### src/rtl/cheshire_eoc_monitor.sv
// rtl/cheshire_eoc_monitor.sv - multi-channel end-of-computation monitor with timeout, fail-fast and drain gate
//
// Collects exit-code writes from NumChan sources and aggregates them into one
// SoC-level verdict. Sources can be harts, JTAG, the serial link or UART debug.
// The FSM runs IDLE -> RUN -> DRAIN -> DONE. The verdict is held in DONE until
// the next arm pulse.
//
// Ports:
//   clk_i, rst_ni      clock, asynchronous active-low reset
//   arm_i              start / re-arm pulse (honoured in IDLE and DONE only)
//   timeout_cycles_i   RUN-cycle limit, 0 disables the timeout
//   stop_on_fail_i     fail-fast enable, latched on arm
//   ch_wvalid_i        per-channel write strobe
//   ch_wdata_i         per-channel write data, bit 0 = done, [DataWidth-1:1] = code
//   drain_busy_i       downstream still flushing, holds the verdict in DRAIN
//   busy_o             RUN or DRAIN
//   eoc_o              verdict valid (DONE)
//   exit_code_o        aggregated exit code
//   timeout_o          verdict caused by timeout
//   fail_chan_o        index of the reporting channel
//   ch_done_o          per-channel done flags
module cheshire_eoc_monitor #(
  parameter int NumChan      = 2,
  parameter int DataWidth    = 32,
  parameter int TimeoutWidth = 32,
  localparam int ChanIdxW    = (NumChan > 1) ? $clog2(NumChan) : 1
) (
  input  logic                         clk_i,
  input  logic                         rst_ni,
  input  logic                         arm_i,
  input  logic [TimeoutWidth-1:0]      timeout_cycles_i,
  input  logic                         stop_on_fail_i,
  input  logic [NumChan-1:0]           ch_wvalid_i,
  input  logic [NumChan*DataWidth-1:0] ch_wdata_i,
  input  logic                         drain_busy_i,
  output logic                         busy_o,
  output logic                         eoc_o,
  output logic [DataWidth-2:0]         exit_code_o,
  output logic                         timeout_o,
  output logic [ChanIdxW-1:0]          fail_chan_o,
  output logic [NumChan-1:0]           ch_done_o
);

  typedef enum logic [1:0] {
    IDLE  = 2'd0,
    RUN   = 2'd1,
    DRAIN = 2'd2,
    DONE  = 2'd3
  } state_t;

  state_t                    state_q;
  logic                      stop_on_fail_q;
  logic [TimeoutWidth-1:0]   cnt_q;
  logic [NumChan-1:0]        ch_done_q;
  logic [DataWidth-2:0]      code_q   [NumChan];

  // Post-update view of the channel state. Exit conditions are evaluated on
  // this view, so a completing write exits RUN in the same cycle it arrives.
  logic [NumChan-1:0]        done_nxt;
  logic [DataWidth-2:0]      code_nxt [NumChan];
  logic                      any_fail;
  logic [ChanIdxW-1:0]       fail_idx;
  logic [DataWidth-2:0]      fail_code;
  logic                      all_done;
  logic                      undone_found;
  logic [ChanIdxW-1:0]       undone_idx;
  logic                      timeout_hit;

  always_comb begin
    done_nxt     = ch_done_q;
    any_fail     = 1'b0;
    fail_idx     = '0;
    fail_code    = '0;
    all_done     = 1'b1;
    undone_found = 1'b0;
    undone_idx   = '0;
    for (int i = 0; i < NumChan; i++) begin
      code_nxt[i] = code_q[i];
      // First code wins: only a not-yet-done channel accepts a done write.
      if (state_q == RUN && ch_wvalid_i[i] && ch_wdata_i[i*DataWidth] && !ch_done_q[i]) begin
        done_nxt[i] = 1'b1;
        code_nxt[i] = ch_wdata_i[i*DataWidth+1 +: DataWidth-1];
      end
      // Ascending scan with a found flag gives lowest-index priority.
      if (!any_fail && done_nxt[i] && code_nxt[i] != '0) begin
        any_fail  = 1'b1;
        fail_idx  = ChanIdxW'(i);
        fail_code = code_nxt[i];
      end
      if (!done_nxt[i]) begin
        all_done = 1'b0;
        if (!undone_found) begin
          undone_found = 1'b1;
          undone_idx   = ChanIdxW'(i);
        end
      end
    end
  end

  assign timeout_hit = (timeout_cycles_i != '0) && (cnt_q == timeout_cycles_i);
  assign ch_done_o   = ch_done_q;

  always_ff @(posedge clk_i or negedge rst_ni) begin
    if (!rst_ni) begin
      state_q        <= IDLE;
      stop_on_fail_q <= 1'b0;
      cnt_q          <= '0;
      ch_done_q      <= '0;
      for (int i = 0; i < NumChan; i++) code_q[i] <= '0;
      busy_o         <= 1'b0;
      eoc_o          <= 1'b0;
      exit_code_o    <= '0;
      timeout_o      <= 1'b0;
      fail_chan_o    <= '0;
    end else begin
      case (state_q)
        IDLE, DONE: begin
          if (arm_i) begin
            state_q        <= RUN;
            stop_on_fail_q <= stop_on_fail_i;
            cnt_q          <= '0;
            ch_done_q      <= '0;
            for (int i = 0; i < NumChan; i++) code_q[i] <= '0;
            busy_o         <= 1'b1;
            eoc_o          <= 1'b0;
            exit_code_o    <= '0;
            timeout_o      <= 1'b0;
            fail_chan_o    <= '0;
          end
        end
        RUN: begin
          ch_done_q <= done_nxt;
          code_q    <= code_nxt;
          if (stop_on_fail_q && any_fail) begin
            state_q     <= DRAIN;
            exit_code_o <= fail_code;
            fail_chan_o <= fail_idx;
          end else if (all_done) begin
            // fail_code/fail_idx are already 0 when no channel failed.
            state_q     <= DRAIN;
            exit_code_o <= fail_code;
            fail_chan_o <= fail_idx;
          end else if (timeout_hit) begin
            state_q     <= DRAIN;
            timeout_o   <= 1'b1;
            exit_code_o <= '1;
            fail_chan_o <= undone_idx;
          end else if (cnt_q != '1) begin
            cnt_q <= cnt_q + 1'b1;
          end
        end
        DRAIN: begin
          if (!drain_busy_i) begin
            state_q <= DONE;
            busy_o  <= 1'b0;
            eoc_o   <= 1'b1;
          end
        end
        default: state_q <= IDLE;
      endcase
    end
  end

endmodule
### config.mk
export PLATFORM = sky130hd
export DESIGN_NAME = cheshire_eoc_monitor
export DESIGN_NICKNAME = d
export VERILOG_FILES = /design/src/rtl/cheshire_eoc_monitor.sv
export SDC_FILE = /design/constraint.sdc
export NUM_CORES = 1
export LEC_CHECK = 0
export CORE_ASPECT_RATIO = 1.75
export CORE_MARGIN = 10
export CORE_UTILIZATION = 58
export CTS_CLUSTER_SIZE = 14
export DETAILED_ROUTE_END_ITERATION = 8
export PLACE_DENSITY = 0.87
export SYNTH_ARGS = -nofsm -noshare
export SYNTH_HDL_FRONTEND = slang
export SYNTH_SLANG_ARGS = --single-unit
export TNS_END_PERCENT = 1
### constraint.sdc
create_clock -name clk_i -period 8.6 [get_ports clk_i]
set_clock_uncertainty 0.05 [all_clocks]
set_input_delay 1.72 -clock clk_i [delete_from_list [all_inputs] [get_ports clk_i]]
set_output_delay 1.72 -clock clk_i [all_outputs]
set_load 0.02 [all_outputs]
==> qor.csv <==
stage,metric,value,unit
synth,count of different cell masters after synthesis,48,
detailed_routing,DR WL/cell,22.79,microns
synth,Synth Warn #,0,
cts,TritonCTS clock tree,done,
cts,Setup Buffers After CTS,0,
critical_path,crit path buf inv count,1,
finish,fin util,0.7413,
grt,initial antenna violation count,0,
synth,share of flip-flops with an asynchronous set or reset,1.000,
cts,# clock sinks,134,
finish,Antenna diodes,0,
synth,register area share after synthesis,0.4299,
power,Lkg Pwr,3.829,nW
grt,total gr overflow,0,
detailed_routing,Vias/cell,6.541,
synth,"EDFF count, synth",0,
timing,Fmax,0.1714,GHz
detailed_routing,Post-DRT Antenna Nets,0,
hold_path,Hold Startpoint,exit_code_o[21],
timing,Worst Tran Pin Value,1.261,ns
finish,nets,1164,
critical_path,CP startpoint,ch_wvalid_i[0],
detailed_routing,vias after detailed routing,8143,
critical_path,"slowest stage delay, CP",1.02,ns
finish,layout cells sized above 1,0.05322,
placed_design,Port-buffer cells,139,
placed_design,Detailed Place HPWL,20.41,mm
critical_path,Setup CP Type,input port to flop,
detailed_routing,DR iter-0 viols,768,
critical_path,CP Launch Type,input port,
grt,GRT Total Usage,0.3012,
synth,"top cells by count, synth","224 x nand2_1, 134 x dfrtp_1, 84 x a21oi_1",
critical_path,highest-delay cell along the critical path,and4b_1,
timing,slew margin rel.,0.1575,
grt,number of global-route vias before repair,8197,
timing,# setup viols final,0,
cts,hold_buf cts,0,
floorplanning,die width,107.7,microns
power,Cell Pwr Density,286.2,mW/mm^2
cts,# resized after CTS,0,
hold_path,Tightest Hold Check Type,flop to flop,
synth,most common flop cell mapped by yosys,dfrtp_1,
grt,global-route wire length before repair,44.06,mm
flow_run,MaxCap Viol Count,0,
critical_path,Worst EP arrival,6.13,ns
floorplanning,IO Pins,140,
timing,RSZ-0062 raised after global routing,false,
placed_design,gpl congestion,1.023,
cts,CTS H-tree lvls,4,
synth,Mean Syn Cell Area,8.263,sq um
timing,Final period util,0.6786,
run_status,status,completed,
critical_path,crit path cell chain,"clkdlybuf4s50_1, and4b_1, nand4_1, o21ai_0, a31o_2, nand3_1, a21oi_1, nor3_1, o2bb2ai_1",
synth,Synth Net Count,1050,
synth,"count leader, synth",nand2_1,
synth,largest cells by area after synthesis,"dfrtp_1 43%, nand2_1 11%, a21oi_1 5.4%, a21boi_0 5.0%, o21ai_0 4.7%",
floorplanning,Die Span Y,173.4,microns
floorplanning,row cnt,56,
synth,"FF+latch count, synth",134,
critical_path,Worst R2R Start,state_q[1],
cts,clock slew at reported path FFs,0.07,ns
timing,Tmin final,5.836,ns
synth,mapped cell area,0.007800,sq mm
critical_path,Worst Path Required,8.90,ns
timing,max-slew violations,0,
cts,CTS root buf,clkbuf_16,
floorplanning,DIE AREA,0.01867,sq mm
finish,fill cell count,1023,
critical_path,Critical Path Fanout Max,35,
cts,CTS buffer count,17,
synth,Yosys top cell by area,dfrtp_1,
detailed_routing,residual DRC count,0,
grt,largest net degree at the start of global routing,79,
detailed_routing,DRT Pass-1 Iters,6,
critical_path,Crit path max-delay family,simple AND/OR/NAND/NOR gates,
cts,later-pin clock latency in the skew report,0.43,ns
floorplanning,Initial Util,0.5859,
timing,Final Hold Viols,0,
timing,TNS Setup,0,ns
cts,CTS max path bufs,2,
power,peak supply drop,180.0,uV
finish,P&R area growth vs syn,26.52,%
detailed_routing,total wire length,28.37,mm
synth,Synth top area share,0.4299,
floorplanning,core box area,0.01331,sq mm
synth,Syn Inst Count,944,
critical_path,crit end category,flop,
[worst reg2reg max path, stage by stage (launching register included)]
cell	delay (ns)
dfrtp_1	0.39
inv_1	0.08
ha_1	0.20
and4b_1	1.01
nand4_1	0.17
o21ai_0	0.24
a31o_2	0.71
nand3_1	0.98
a21oi_1	0.53
nor3_1	0.09
o2bb2ai_1	0.14
[routing by layer]
layer | up-vias | wire length, microns | global-route usage
li1 | 3629 | - | -
met5 | - | 0 | 0
met4 | 0 | 2118 | 0.2075
met2 | 529 | 14470 | 0.5175
met1 | 3859 | 9572 | 0.3189
met3 | 126 | 2209 | 0.05771
[stage by stage]
stage	hold slack (ns)	setup slack [ns]	std cells	power [mW]	area [sq um]
after floorplan	0.4215	4.576	944	1.600	7800
after global placement	0.4275	2.738	1213	2.028	9265
after detailed placement	0.4236	2.583	1213	2.053	9265
after CTS	0.4475	2.891	1245	2.803	9868
after global routing	0.4749	2.462	1245	2.941	9868
final	0.4493	2.764	1245	2.824	9868
[report_power, final]
| group | leakage [nW] | switching [mW] | internal [mW] |
|---|---|---|---|
| registers | 1.82 | 0.115 | 0.750 |
| clock network | 0.299 | 0.307 | 0.443 |
| logic | 1.71 | 0.794 | 0.415 |
| total | 3.83 | 1.22 | 1.61 |
[area by class of cell]
cell class                 instances  area [sq um]  share of cell area
timing repair buffer             151          1483              0.1502
multi-input combinational        744          4174              0.4230
tap                              174         217.7             0.02206
inverter                          10         37.54            0.003804
clock buffer                      18         439.2             0.04450
clock inverter                    14         163.9             0.01661
sequential                       134          3353              0.3398
[worst paths after layout]
kind,cells past startpoint,endpoint,slack (ns)
max,9,exit_code_o[11],2.76
min,1,exit_code_o[21],0.45
max reg2reg,10,exit_code_o[11],3.93
min reg2reg,1,exit_code_o[21],0.45
max in group asynchronous,2,cnt_q[17],5.88
min in group asynchronous,1,cnt_q[24],1.20
[cell families after synthesis]
group | Yosys count | synth area share
AND/OR/NAND/NOR | 417 | 0.2502
multiplexers | 3 | 0.004010
flip-flops | 134 | 0.4299
XOR/XNOR | 40 | 0.04491
buffers and inverters | 66 | 0.03529
AO/OA/AOI/OAI | 281 | 0.2308
adder cells (fa/ha/maj) | 3 | 0.004813
[layout by cell type (no fill, tap or decap), drive strengths merged, types with 9 or more instances in the layout]
cell type      synthesis  routed
a21oi                 84      84
clkbuf                45      18
inv                   10      17
a22o                  12      12
o21ai                 75      75
clkdlybuf4s50          0     138
o2bb2ai               31      31
or3                   18      18
xnor2                 35      35
nor4                  33      33
nand3                 25      25
and3                   9       9
buf                   11      13
nand4                 24      24
a21boi                52      52
or4                   10      10
dfrtp                134     134
nor2                  29      29
nand2                225     225
nor3                  32      32
[flip-flops by register name, indices dropped and copies added, names as in the netlist]
name / count
timeout_o: 1
ch_done_o: 2
cnt_q: 32
busy_o: 1
fail_chan_o: 1
eoc_o: 1
stop_on_fail_q: 1
state_q: 2
code_q: 62
exit_code_o: 31
Power figures use the tool's default switching activity.
